### src/rtl/snoop_cache_ctrl.sv
// Direct-mapped MSI cache controller with a snooping bus port and memory write-back.
// Define SNOOP_STATS_EN to add saturating hit / miss / snoop-invalidation counters.
module snoop_cache_ctrl #(
    parameter int NUM_BLOCKS = 4,
    parameter int TAG_W      = 5,
    parameter int DATA_W     = 8,
    parameter int PROC_ID    = 0,
    localparam int IW = $clog2(NUM_BLOCKS),
    localparam int AW = TAG_W + IW
) (
    input  logic              clock,
    input  logic              reset,
    input  logic              cpu_req_valid,
    input  logic              cpu_op,
    input  logic [IW-1:0]     cpu_index,
    input  logic [TAG_W-1:0]  cpu_tag,
    input  logic [DATA_W-1:0] cpu_wdata,
    output logic              cpu_ready,
    output logic [DATA_W-1:0] cpu_rdata,
    output logic              cpu_hit,
    output logic              bus_req,
    input  logic              bus_gnt,
    output logic [1:0]        bus_cmd,
    output logic [AW-1:0]     bus_addr,
    output logic [1:0]        bus_src,
    input  logic [1:0]        snp_cmd,
    input  logic [AW-1:0]     snp_addr,
    input  logic [1:0]        snp_src,
    output logic              snp_hit,
    output logic [DATA_W-1:0] snp_data,
    output logic              snp_data_valid,
    input  logic [DATA_W-1:0] fill_data,
    input  logic              fill_valid,
    output logic              wb_valid,
    output logic [AW-1:0]     wb_addr,
    output logic [DATA_W-1:0] wb_data
`ifdef SNOOP_STATS_EN
    ,
    output logic [15:0]       stat_hits,
    output logic [15:0]       stat_misses,
    output logic [15:0]       stat_snp_inv
`endif
);

    localparam logic [1:0] ST_I = 2'd0;
    localparam logic [1:0] ST_S = 2'd1;
    localparam logic [1:0] ST_M = 2'd2;

    localparam logic [1:0] CMD_NONE = 2'd0;
    localparam logic [1:0] CMD_RD   = 2'd1;
    localparam logic [1:0] CMD_RDX  = 2'd2;
    localparam logic [1:0] CMD_UPGR = 2'd3;

    typedef enum logic [2:0] {IDLE, LOOKUP, EVICT, ARB, WAIT_FILL, DONE} fsm_t;

    fsm_t              state;
    logic [1:0]        line_state [NUM_BLOCKS];
    logic [TAG_W-1:0]  line_tag   [NUM_BLOCKS];
    logic [DATA_W-1:0] line_data  [NUM_BLOCKS];

    logic              req_op;
    logic [IW-1:0]     req_index;
    logic [TAG_W-1:0]  req_tag;
    logic [DATA_W-1:0] req_wdata;
    logic [1:0]        req_cmd;

    logic [IW-1:0]     snp_idx;
    logic [TAG_W-1:0]  snp_tag;
    logic              snp_active;
    logic              snp_line_hit;
    logic              snp_dirty;
    logic              snp_supply;
    logic              snp_wb;
    logic              snp_inv;
    logic              snp_same_idx;
    logic              lk_hit;
    logic              upgr_lost;
    logic [1:0]        arb_cmd;

    assign bus_src = 2'(PROC_ID);

    // Snoop decode: only foreign transactions act on our lines.
    assign snp_idx      = snp_addr[IW-1:0];
    assign snp_tag      = snp_addr[AW-1:IW];
    assign snp_active   = (snp_cmd != CMD_NONE) && (snp_src != bus_src);
    assign snp_line_hit = snp_active && (line_state[snp_idx] != ST_I) && (line_tag[snp_idx] == snp_tag);
    assign snp_dirty    = snp_line_hit && (line_state[snp_idx] == ST_M);
    assign snp_supply   = snp_dirty && (snp_cmd != CMD_UPGR);
    assign snp_wb       = snp_dirty && (snp_cmd == CMD_RD);
    assign snp_inv      = snp_line_hit && ((snp_cmd == CMD_RDX) || (snp_cmd == CMD_UPGR));
    assign snp_same_idx = snp_active && (snp_idx == req_index);

    assign lk_hit = (line_state[req_index] != ST_I) && (line_tag[req_index] == req_tag);

    // An upgrade whose S copy has been (or is being) invalidated must fetch the line again.
    assign upgr_lost = (snp_inv && (snp_idx == req_index)) ||
                       (line_state[req_index] != ST_S) || (line_tag[req_index] != req_tag);
    assign arb_cmd   = ((req_cmd == CMD_UPGR) && upgr_lost) ? CMD_RDX : req_cmd;

    // Controller sequencing, line array updates and all registered outputs.
    always_ff @(posedge clock or posedge reset) begin
        if (reset) begin
            state          <= IDLE;
            line_state     <= '{default: ST_I};
            line_tag       <= '{default: {TAG_W{1'b0}}};
            line_data      <= '{default: {DATA_W{1'b0}}};
            req_op         <= 1'b0;
            req_index      <= {IW{1'b0}};
            req_tag        <= {TAG_W{1'b0}};
            req_wdata      <= {DATA_W{1'b0}};
            req_cmd        <= CMD_NONE;
            cpu_ready      <= 1'b0;
            cpu_rdata      <= {DATA_W{1'b0}};
            cpu_hit        <= 1'b0;
            bus_req        <= 1'b0;
            bus_cmd        <= CMD_NONE;
            bus_addr       <= {AW{1'b0}};
            snp_hit        <= 1'b0;
            snp_data       <= {DATA_W{1'b0}};
            snp_data_valid <= 1'b0;
            wb_valid       <= 1'b0;
            wb_addr        <= {AW{1'b0}};
            wb_data        <= {DATA_W{1'b0}};
        end else begin
            cpu_ready      <= 1'b0;
            bus_cmd        <= CMD_NONE;
            wb_valid       <= 1'b0;
            snp_hit        <= snp_line_hit;
            snp_data_valid <= snp_supply;
            snp_data       <= snp_supply ? line_data[snp_idx] : {DATA_W{1'b0}};

            if (snp_wb) begin
                line_state[snp_idx] <= ST_S;
                wb_valid            <= 1'b1;
                wb_addr             <= snp_addr;
                wb_data             <= line_data[snp_idx];
            end else if (snp_inv) begin
                line_state[snp_idx] <= ST_I;
            end

            // Controller writes follow the snoop update so they take effect last.
            case (state)
                IDLE: begin
                    if (cpu_req_valid) begin
                        req_op    <= cpu_op;
                        req_index <= cpu_index;
                        req_tag   <= cpu_tag;
                        req_wdata <= cpu_wdata;
                        state     <= LOOKUP;
                    end
                end
                LOOKUP: begin
                    if (snp_same_idx) begin
                        state <= LOOKUP;
                    end else if (lk_hit && !req_op) begin
                        cpu_rdata <= line_data[req_index];
                        cpu_hit   <= 1'b1;
                        cpu_ready <= 1'b1;
                        state     <= DONE;
                    end else if (lk_hit && (line_state[req_index] == ST_M)) begin
                        line_data[req_index] <= req_wdata;
                        cpu_rdata <= req_wdata;
                        cpu_hit   <= 1'b1;
                        cpu_ready <= 1'b1;
                        state     <= DONE;
                    end else if (lk_hit) begin
                        req_cmd <= CMD_UPGR;
                        bus_req <= 1'b1;
                        state   <= ARB;
                    end else if (line_state[req_index] == ST_M) begin
                        req_cmd <= req_op ? CMD_RDX : CMD_RD;
                        state   <= EVICT;
                    end else begin
                        req_cmd <= req_op ? CMD_RDX : CMD_RD;
                        bus_req <= 1'b1;
                        state   <= ARB;
                    end
                end
                EVICT: begin
                    // A snoop may already have written the victim back or taken it away.
                    if (snp_wb || snp_same_idx) begin
                        state <= EVICT;
                    end else begin
                        if (line_state[req_index] == ST_M) begin
                            wb_valid <= 1'b1;
                            wb_addr  <= {line_tag[req_index], req_index};
                            wb_data  <= line_data[req_index];
                        end
                        line_state[req_index] <= ST_I;
                        bus_req <= 1'b1;
                        state   <= ARB;
                    end
                end
                ARB: begin
                    req_cmd <= arb_cmd;
                    if (bus_gnt) begin
                        bus_req  <= 1'b0;
                        bus_cmd  <= arb_cmd;
                        bus_addr <= {req_tag, req_index};
                        if (arb_cmd == CMD_UPGR) begin
                            line_state[req_index] <= ST_M;
                            line_data[req_index]  <= req_wdata;
                            cpu_rdata <= req_wdata;
                            cpu_hit   <= 1'b1;
                            cpu_ready <= 1'b1;
                            state     <= DONE;
                        end else begin
                            state <= WAIT_FILL;
                        end
                    end else begin
                        bus_req <= 1'b1;
                    end
                end
                WAIT_FILL: begin
                    if (fill_valid) begin
                        line_tag[req_index] <= req_tag;
                        if (req_cmd == CMD_RD) begin
                            line_state[req_index] <= ST_S;
                            line_data[req_index]  <= fill_data;
                            cpu_rdata <= fill_data;
                        end else begin
                            line_state[req_index] <= ST_M;
                            line_data[req_index]  <= req_wdata;
                            cpu_rdata <= req_wdata;
                        end
                        cpu_hit   <= 1'b0;
                        cpu_ready <= 1'b1;
                        state     <= DONE;
                    end
                end
                DONE: begin
                    cpu_hit <= 1'b0;
                    state   <= IDLE;
                end
                default: begin
                    state <= IDLE;
                end
            endcase
        end
    end

`ifdef SNOOP_STATS_EN
    // Saturating event counters sampled on request completion and snoop invalidation.
    always_ff @(posedge clock or posedge reset) begin
        if (reset) begin
            stat_hits    <= 16'd0;
            stat_misses  <= 16'd0;
            stat_snp_inv <= 16'd0;
        end else begin
            if ((state == DONE) && cpu_hit && (stat_hits != 16'hFFFF)) begin
                stat_hits <= stat_hits + 16'd1;
            end
            if ((state == DONE) && !cpu_hit && (stat_misses != 16'hFFFF)) begin
                stat_misses <= stat_misses + 16'd1;
            end
            if (snp_inv && (stat_snp_inv != 16'hFFFF)) begin
                stat_snp_inv <= stat_snp_inv + 16'd1;
            end
        end
    end
`endif

endmodule

### config.mk
export PLATFORM = sky130hd
export DESIGN_NAME = snoop_cache_ctrl
export DESIGN_NICKNAME = d
export VERILOG_FILES = /design/src/rtl/snoop_cache_ctrl.sv
export SDC_FILE = /design/constraint.sdc
export NUM_CORES = 1
export LEC_CHECK = 0
export CORE_ASPECT_RATIO = 0.6
export CORE_UTILIZATION = 50
export CTS_CLUSTER_SIZE = 28
export DETAILED_ROUTE_END_ITERATION = 10
export PLACE_DENSITY = 0.74
export SKIP_LAST_GASP = 1
export SLEW_MARGIN = 10
export SYNTH_ARGS = -nofsm -noshare
export SYNTH_HDL_FRONTEND = slang
export SYNTH_SLANG_ARGS = --single-unit
### constraint.sdc
create_clock -name clock -period 5.2 [get_ports clock]
set_clock_uncertainty 0.1 [all_clocks]
set_input_delay 1.04 -clock clock [delete_from_list [all_inputs] [get_ports clock]]
set_output_delay 1.04 -clock clock [all_outputs]
set_load 0.05 [all_outputs]
==> results of run 1 <==
[per-stage QoR]
step | cells | power (mW)
after floorplan | 549 | 3.31
after global placement | 786 | 3.95
after detailed placement | 786 | 4.02
after CTS | 818 | 5.28
after global routing | 818 | 5.56
final | 818 | 5.30
[final cells by class]
class	instances	share of cell area [%]
Sequential cell	127	38.5
Multi-Input combinational cell	387	39.7
Clock inverter	13	1.96
Clock buffer	19	5.49
Tap cell	170	2.58
Timing Repair Buffer	95	11.4
Inverter	7	0.349
[metal layers]
layer  wire (um)  track usage, %  vias up  part of all wire, %
li1            -               -     2194                    -
met4         166            6.40        0                 0.93
met2        7000            35.6      276                   39
met5           0            2.31        -                    0
met3        2080            9.75       21                   12
met1        8680            45.1     2546                   48
[cells by family (layout without fill, tap and decap cells)]
kind of cell    count (synthesis)  count (layout)
buf+inv                        35             134
mux                           128             128
compound gates                 82              82
flops                         127             127
xor+xnor                       14              14
simple gates                  161             161
other cells                     1               2
[placed cells by master, fill, tap and decap left out, drive strengths merged, types with 4 or more instances in the layout]
cell	count
o31ai	5
nor3	11
buf	10
nor2	27
mux2i	19
clkbuf	19
a221o	8
and2	10
nor2b	4
mux2	82
clkinv	4
o21ai	6
a21oi	29
inv	9
clkinvlp	4
mux4	27
o22ai	5
clkdlybuf4s50	85
nand2b	12
xnor2	10
dfrtp	127
or2	8
nand2	70
o22a	4
xor2	4
[sequential cells by signal, indices dropped and copies added (netlist names), 2 cells and up]
register / cells
state: 3
bus_addr: 7
req_cmd: 2
wb_data: 8
cpu_rdata: 8
wb_addr: 7
line_state: 8
snp_data: 8
line_data: 32
req_wdata: 8
req_tag: 5
line_tag: 20
req_index: 2
bus_cmd: 2
[where the power goes]
group / switching [mW] / leakage, nW / total [mW] / internal (mW)
combinational: 1.24 / 1.69 / 2.26 / 1.02
sequential: 0.426 / 1.62 / 1.79 / 1.37
clock: 0.467 / 0.292 / 1.25 / 0.780
total: 2.13 / 3.59 / 5.30 / 3.17
[worst reg2reg max path, delay by kind of cell (launching register included)]
| kind | cells | cell delay, ns |
|---|---|---|
| xor+xnor | 1 | 0.31 |
| simple gates | 3 | 1.15 |
| flops | 1 | 1.09 |
| compound gates | 1 | 0.19 |
| mux | 2 | 0.88 |
[path summary, 6_finish.rpt]
path                                     startpoint                        end  slack (ns)
max reg2reg                req_index[1]$_DFFE_PP0P_  line_data[11]$_DFFE_PP0P_        1.37
min in group asynchronous                     reset   cpu_rdata[3]$_DFFE_PP0P_        0.98
min reg2reg                     cpu_hit$_DFFE_PP0P_        cpu_hit$_DFFE_PP0P_        0.41
max                                     snp_addr[1]  line_data[11]$_DFFE_PP0P_        1.14
min                             cpu_hit$_DFFE_PP0P_        cpu_hit$_DFFE_PP0P_        0.41
max in group asynchronous                     reset   line_data[1]$_DFFE_PP0P_        3.14
==> out/metrics.cfg, run 1 <==
[routing]
dr.pass1.iters=5
vias_per_cell=6.16
wl_per_cell_um=21.9
dr.first_iter.drc_count=428
drt-total-wl_um=17900
antenna_left=0
drc_errors=0
num_vias=5037

[yosys]
synth-async-reset-ratio_pct=100
synth-edff-count=0
yosysUniqueCellTypes=59
synth-simple-area-share_pct=12.7
synth_area_leaders=dfrtp_1 (48%), mux2_2 (13%), mux4_2 (9.2%)
seq_area_frac_synth_pct=48.1
netlist_instances=548
netlist_area_mm2=0.00661
yosysMostFrequentCell=dfrtp_1
synth_top_area_share_pct=48.1
synthAdderAreaFrac_pct=0
muxShareOfSynthArea_pct=26.1
synth_warnings=0
yosys-top-cells-count=dfrtp_1 (127), mux2_2 (79), nand2_1 (69), a21oi_1 (28), mux4_2 (27)
yosysTopAreaCell=dfrtp_1
synthXorXnorAreaFrac_pct=1.86
synth_ff_type=dfrtp_1
synth_compound_area_share_pct=8.77
synth_top_family_by_area=multiplexers
synth_area_per_cell_um2=12.1
synth_seq_cells=127

[clocking]
cts_buffers=17
cts.path.max_buffers=2
cts_tree=built
cts.clk_slew.worst_paths_ns=0.06
cts.sinks=127
cts-root-buf=clkbuf_16
cts_setup_buffers=0
post_cts_resized=0
cts_hold_buf=0
clkLatencyLatePin_ns=0.42
cts.htree.levels=4

[setup_path]
worst_r2r_path_depth=7
cp_cell_sequence=clkdlybuf4s50_1 -> buf_4 -> nor3b_1 -> nor4_1 -> or2_2 -> o2111ai_1 -> a21oi_4 -> nor3_4 -> mux2_2
cp_top_family=buffers and inverters
critPathKind=in -> reg
crit_fanout=20
cp.depth=9
max_stage_delay_ns=0.79
required_ns=5.40
end_kind=flop
cp_slowest_cell=clkdlybuf4s50_1
cp.arrival_ns=4.26
worst-path-buf-inv=2
cp-start-kind=input pin

[global_routing]
grt-ovfl-total=0
antenna_found_initial=0
grt_max_degree=78
grt_first_pass_wirelength_um=28400
grt_use_total_pct=28.2
grt_pass1_vias=4893

[layout]
nets=675
drive_above_1_share_pct=26.4
design_area_mm2=0.00825
finish.utilization_pct=64.2
antennaDiodeCount=0
syn2layout_area_growth_pct=24.9
multi_input_area_mm2=0.00327
nFillCells=1011
area.sequential_mm2=0.00318

[min_path]
hold_path.class=reg -> reg
hold_depth=1

[timing]
drv_slew=0
rsz0062_at_grt=no
setup_viol=0
whs_ns=0.411
slew_headroom_pct=24.7
tns_ns=0
worst_pin_slew_ns=1.13
layout_min_cycle_time_ns=4.06
max_freq_mhz=246
hold_viol=0
timing.final.crit_share_pct=78.1
fin_ws_ns=1.14

[placement]
placed_cell_area_mm2=0.00763
place_congestion=0.913
post-dp-hpwl_um=12900
dp_slack_ns=0.754
port_buffers=85

[floorplan]
coreArea_mm2=0.0129
die_area_mm2=0.0137
ioPinCount=88
initial_core_util_pct=51.4
dieHeight_um=91.0
fp.dieW_um=150
num_rows=32

[power]
leakagePower_nw=3.59
power.density_mw_per_mm2=643
irDropWorstVdd_uv=450

[run]
cap_violations=0

[run_status]
status=completed

(Power assumes the default switching activity.)
==> inputs of run 2 (changes only) <==
Clock period 5.2 ns to 3.9 ns, I/O delays scaled along.
==> out/metrics.cfg, run 2 (same netlist as run 1, synthesis figures left out) <==
[run_status]
status=completed

[clocking]
post_cts_resized=0
cts.htree.levels=4
cts.sinks=127
cts.path.max_buffers=2
cts_buffers=17
cts_tree=built
cts-root-buf=clkbuf_16
cts.clk_slew.worst_paths_ns=0.06
cts_hold_buf=0
clkLatencyLatePin_ns=0.43
cts_setup_buffers=0

[global_routing]
grt_first_pass_wirelength_um=28300
grt_max_degree=46
gr-max-usage-layer=met1
grt_use_total_pct=28.4
antenna_found_initial=1
met2_usage_pct=36.8
met1_usage_pct=43.7
met3_usage_pct=10.2
grt-ovfl-total=0
grt_pass1_vias=4939

[layout]
antennaDiodeCount=0
drive_above_1_share_pct=28.0
final_common_cell=dfrtp_1
top_regs=line_data x32, line_tag x20
largest_reg_flops=32
final_cell_mix=dfrtp_1 (127), clkdlybuf4s50_1 (85), mux2_2 (79)
nets=691
design_area_mm2=0.00836
syn2layout_area_growth_pct=26.5
max_flop_register=line_data
finish.utilization_pct=65.0

[setup_path]
r2r-start=req_index[0]$_DFFE_PP0P_
crit_fanout=8
worst_r2r_path_depth=8
r2r_setup_slack_ns=0.48
cp-start-kind=flop
cp.arrival_ns=3.63
end_kind=flop
required_ns=4.11
critPathKind=reg -> reg
r2r_end=line_data[30]$_DFFE_PP0P_

[routing]
drt-total-wl_um=18100
dr.first_iter.drc_count=579
dr.pass1.iters=5
wl_per_cell_um=21.7
drc_errors=0
antenna_left=0
vias_per_cell=6.10
num_vias=5088

[power]
leakagePower_nw=3.65
power_mw=6.96
irDropWorstVdd_uv=426
power.density_mw_per_mm2=832

[timing]
tns_ns=0
worst_pin_slew_ns=0.641
max_freq_mhz=292
setup_viol=0
hold_viol=0
layout_min_cycle_time_ns=3.42
rsz0062_at_grt=no
whs_ns=0.411
slew_headroom_pct=57.1
timing.final.crit_share_pct=87.8
drv_slew=0

[placement]
place_congestion=0.974
placed_cell_area_mm2=0.00782
post-dp-hpwl_um=13100
port_buffers=85

[floorplan]
coreArea_mm2=0.0129
fp.dieW_um=150
initial_core_util_pct=51.4
num_rows=32
ioPinCount=88
die_area_mm2=0.0137
dieHeight_um=91.0

[min_path]
hold_end=bus_addr[3]$_DFFE_PP0P_
hold_start=bus_addr[3]$_DFFE_PP0P_
hold_path.class=reg -> reg
hold_depth=1

[run]
cap_violations=0

[run 2: changes by cell type in the layout (fill, tap and decap cells not counted), sizes merged]
cell | previous run | this run
clkinvlp | 4 | 5
clkinv | 4 | 5
clkbuf | 19 | 20
bufinv | 3 | 0
buf | 10 | 26
[run 2: final cells by class]
cell class	instances	area, um^2
fill	937	4490
multi-input combinational	387	3270
sequential	127	3180
timing repair buffer	111	1120
clock buffer	20	457
tap	170	213
clock inverter	12	85.1
inverter	7	30.0
[run 2: power breakdown]
group	switching [mW]	internal [mW]	leakage, nW	total (mW)
sequential	0.522	1.83	1.62	2.35
combinational	1.72	1.43	1.78	3.15
clock	0.617	0.846	0.259	1.46
total	2.85	4.10	3.65	6.96
[run 2: how the worst max path moves through the flow]
stage	slack [ns]	end	start	cells past startpoint
4_1_cts	0.48	line_data[28]$_DFFE_PP0P_	snp_addr[0]	9
5_1_grt	0.28	line_state[6]$_DFF_PP0_	snp_addr[0]	8
2_1_floorplan	0.86	line_data[24]$_DFFE_PP0P_	snp_addr[1]	9
3_5_place_dp	0.05	line_data[24]$_DFFE_PP0P_	snp_addr[0]	9
3_3_place_gp	0.11	line_data[27]$_DFFE_PP0P_	snp_addr[0]	9
6_report	0.48	line_data[30]$_DFFE_PP0P_	req_index[0]$_DFFE_PP0P_	8
[run 2: stage by stage]
stage	instances	worst slack [ns]
6_report	834	0.477
5_1_grt	834	0.276
4_1_cts	834	0.479
3_5_place_dp	802	0.0540
3_3_place_gp	802	0.112
2_1_floorplan	549	0.859
[run 2: critical path, cell delays in order, from the launching register on]
cell	delay (ns)
dfrtp_1	0.58
mux4_2	0.58
xnor2_1	0.31
nand3_1	0.27
nor3_2	0.36
a21oi_4	0.15
buf_4	0.19
nor3_4	0.38
mux2_2	0.38
[run 2: metal layers]
metal	wire [um]	part of all wire, %
met2	7110	39
met3	2080	11
met5	0	0
met4	269	1.5
met1	8670	48
==> inputs of run 3 (changes only) <==
Settings changed: GPL_ROUTABILITY_DRIVEN from default to 0.
Clock period 3.9 ns to 3.15 ns, I/O delays scaled along.
==> out/metrics.cfg, run 3 (same netlist as run 1, synthesis figures left out) <==
[run_status]
status=completed

[routing]
drc_errors=0
dr.pass1.iters=7
num_vias=5277
dr.first_iter.drc_count=666
vias_per_cell=6.09
wl_per_cell_um=22.2
antenna_left=0
drt-total-wl_um=19200

[floorplan]
fp.dieW_um=150
dieHeight_um=91.0
initial_core_util_pct=51.4
num_rows=32
coreArea_mm2=0.0129
ioPinCount=88
die_area_mm2=0.0137

[clocking]
cts_setup_buffers=0
cts.sinks=127
clkLatencyLatePin_ns=0.43
cts_tree=built
cts_buffers=17
cts.clk_slew.worst_paths_ns=0.06
cts.htree.levels=4
cts_hold_buf=0
cts.path.max_buffers=2
cts-root-buf=clkbuf_16

[power]
power.density_mw_per_mm2=1060
irDropWorstVdd_uv=712
leakagePower_nw=3.90

[layout]
antennaDiodeCount=0
final_common_cell=dfrtp_1
top_regs=line_data x32, line_tag x20
fin_cells=867
final_cell_mix=dfrtp_1 (126), clkdlybuf4s50_1 (84), mux2_2 (79)
max_flop_register=line_data
design_area_mm2=0.00879
drive_above_1_share_pct=32.4
largest_reg_flops=32
finish.utilization_pct=68.4
syn2layout_area_growth_pct=33.0
nets=725

[setup_path]
crit_fanout=15
required_ns=3.36
cp.arrival_ns=3.33
end_kind=flop
cp-start-kind=input pin
critPathKind=in -> reg

[global_routing]
grt_use_total_pct=29.6
grt_first_pass_wirelength_um=29700
antenna_found_initial=1
grt_max_degree=38
grt-ovfl-total=0
grt_pass1_vias=5190

[timing]
rsz0062_at_grt=yes
max_freq_mhz=320
tns_ns=0
slew_headroom_pct=49.2
setup_viol=0
hold_viol=0
layout_min_cycle_time_ns=3.12
timing.final.crit_share_pct=99.1
worst_pin_slew_ns=0.761
fin_ws_ns=0.0295
drv_slew=0

[run]
cap_violations=0

[placement]
place_inst=836
post-dp-hpwl_um=13400
port_buffers=85
placed_cell_area_mm2=0.00811
dp_slack_ns=-0.593

[min_path]
hold_path.class=reg -> reg

-- run 3: cell count changes in the layout (fill, tap and decap cells not counted), moves of 2 or more --
cell | before | now
buf_12 | 6 | 9
bufinv_16 | 0 | 4
clkinvlp_4 | 5 | 2
inv_6 | 3 | 1
clkinv_2 | 4 | 1
buf_4 | 20 | 49
clkinv_4 | 1 | 5
buf_6 | 0 | 2
-- run 3: per-layer routing --
layer  GRT usage (%)  up-vias  routed length (um)
met2            38.4      349                7760
met4            9.01        2                 283
met3            9.40       42                2300
met5            1.54        -                  32
met1            46.0     2600                8870
li1                -     2284                   -
-- run 3: path summary, 6_finish.rpt --
check | from | end | slack (ns) | depth (start not counted)
worst max-delay path | snp_addr[1] | line_state[2]$_DFF_PP0_ | 0.03 | 9
max in group asynchronous | reset | req_index[0]$_DFFE_PP0P_ | 1.71 | 3
worst min register to register | cpu_hit$_DFFE_PP0P_ | cpu_hit$_DFFE_PP0P_ | 0.40 | 1
worst min-delay path | cpu_hit$_DFFE_PP0P_ | cpu_hit$_DFFE_PP0P_ | 0.40 | 1
min in group asynchronous | reset | req_wdata[4]$_DFFE_PP0P_ | 0.59 | 2
worst max register to register | req_index[0]$_DFFE_PP0P_ | cpu_rdata[1]$_DFFE_PP0P_ | 0.08 | 9
-- run 3: where the power goes --
group          switching (mW)  internal, mW
registers               0.649          2.26
logic                    2.26          2.00
clock network           0.763          1.35
total                    3.67          5.61
-- run 3: repair_timing --
item | 4_1_cts | 5_1_grt
resized for setup | 4 | 8
hold endpoints to repair | 0 | 0
pin swaps | 1 | 2
endpoints found under the setup margin | 62 | 46
-- run 3: critical path, stage by stage --
cell and delay, ns:
clkdlybuf4s50_1 0.50, buf_12 0.16, buf_4 0.26, mux4_2 0.38, nor4bb_2 0.36, o2111ai_1 0.25, nand2_1 0.16, o221ai_1 0.26
a32oi_1 0.36
-- run 3: layout make-up --
cell class                      count  area (um^2)
Clock inverter                     12          185
Tap cell                          170          213
Clock buffer                       19          443
Sequential cell                   127         3180
Timing Repair Buffer              145         1420
Fill cell                         871         4070
Inverter                            7         30.0
Multi-Input combinational cell    387         3320
-- run 3: per-stage QoR --
| stage | hold slack [ns] | total power, mW |
|---|---|---|
| 2_1_floorplan | 0.370 | 5.46 |
| 3_3_place_gp | 0.382 | 6.82 |
| 3_5_place_dp | 0.394 | 6.98 |
| 4_1_cts | 0.411 | 9.18 |
| 5_1_grt | 0.427 | 9.67 |
| 6_report | 0.402 | 9.27 |
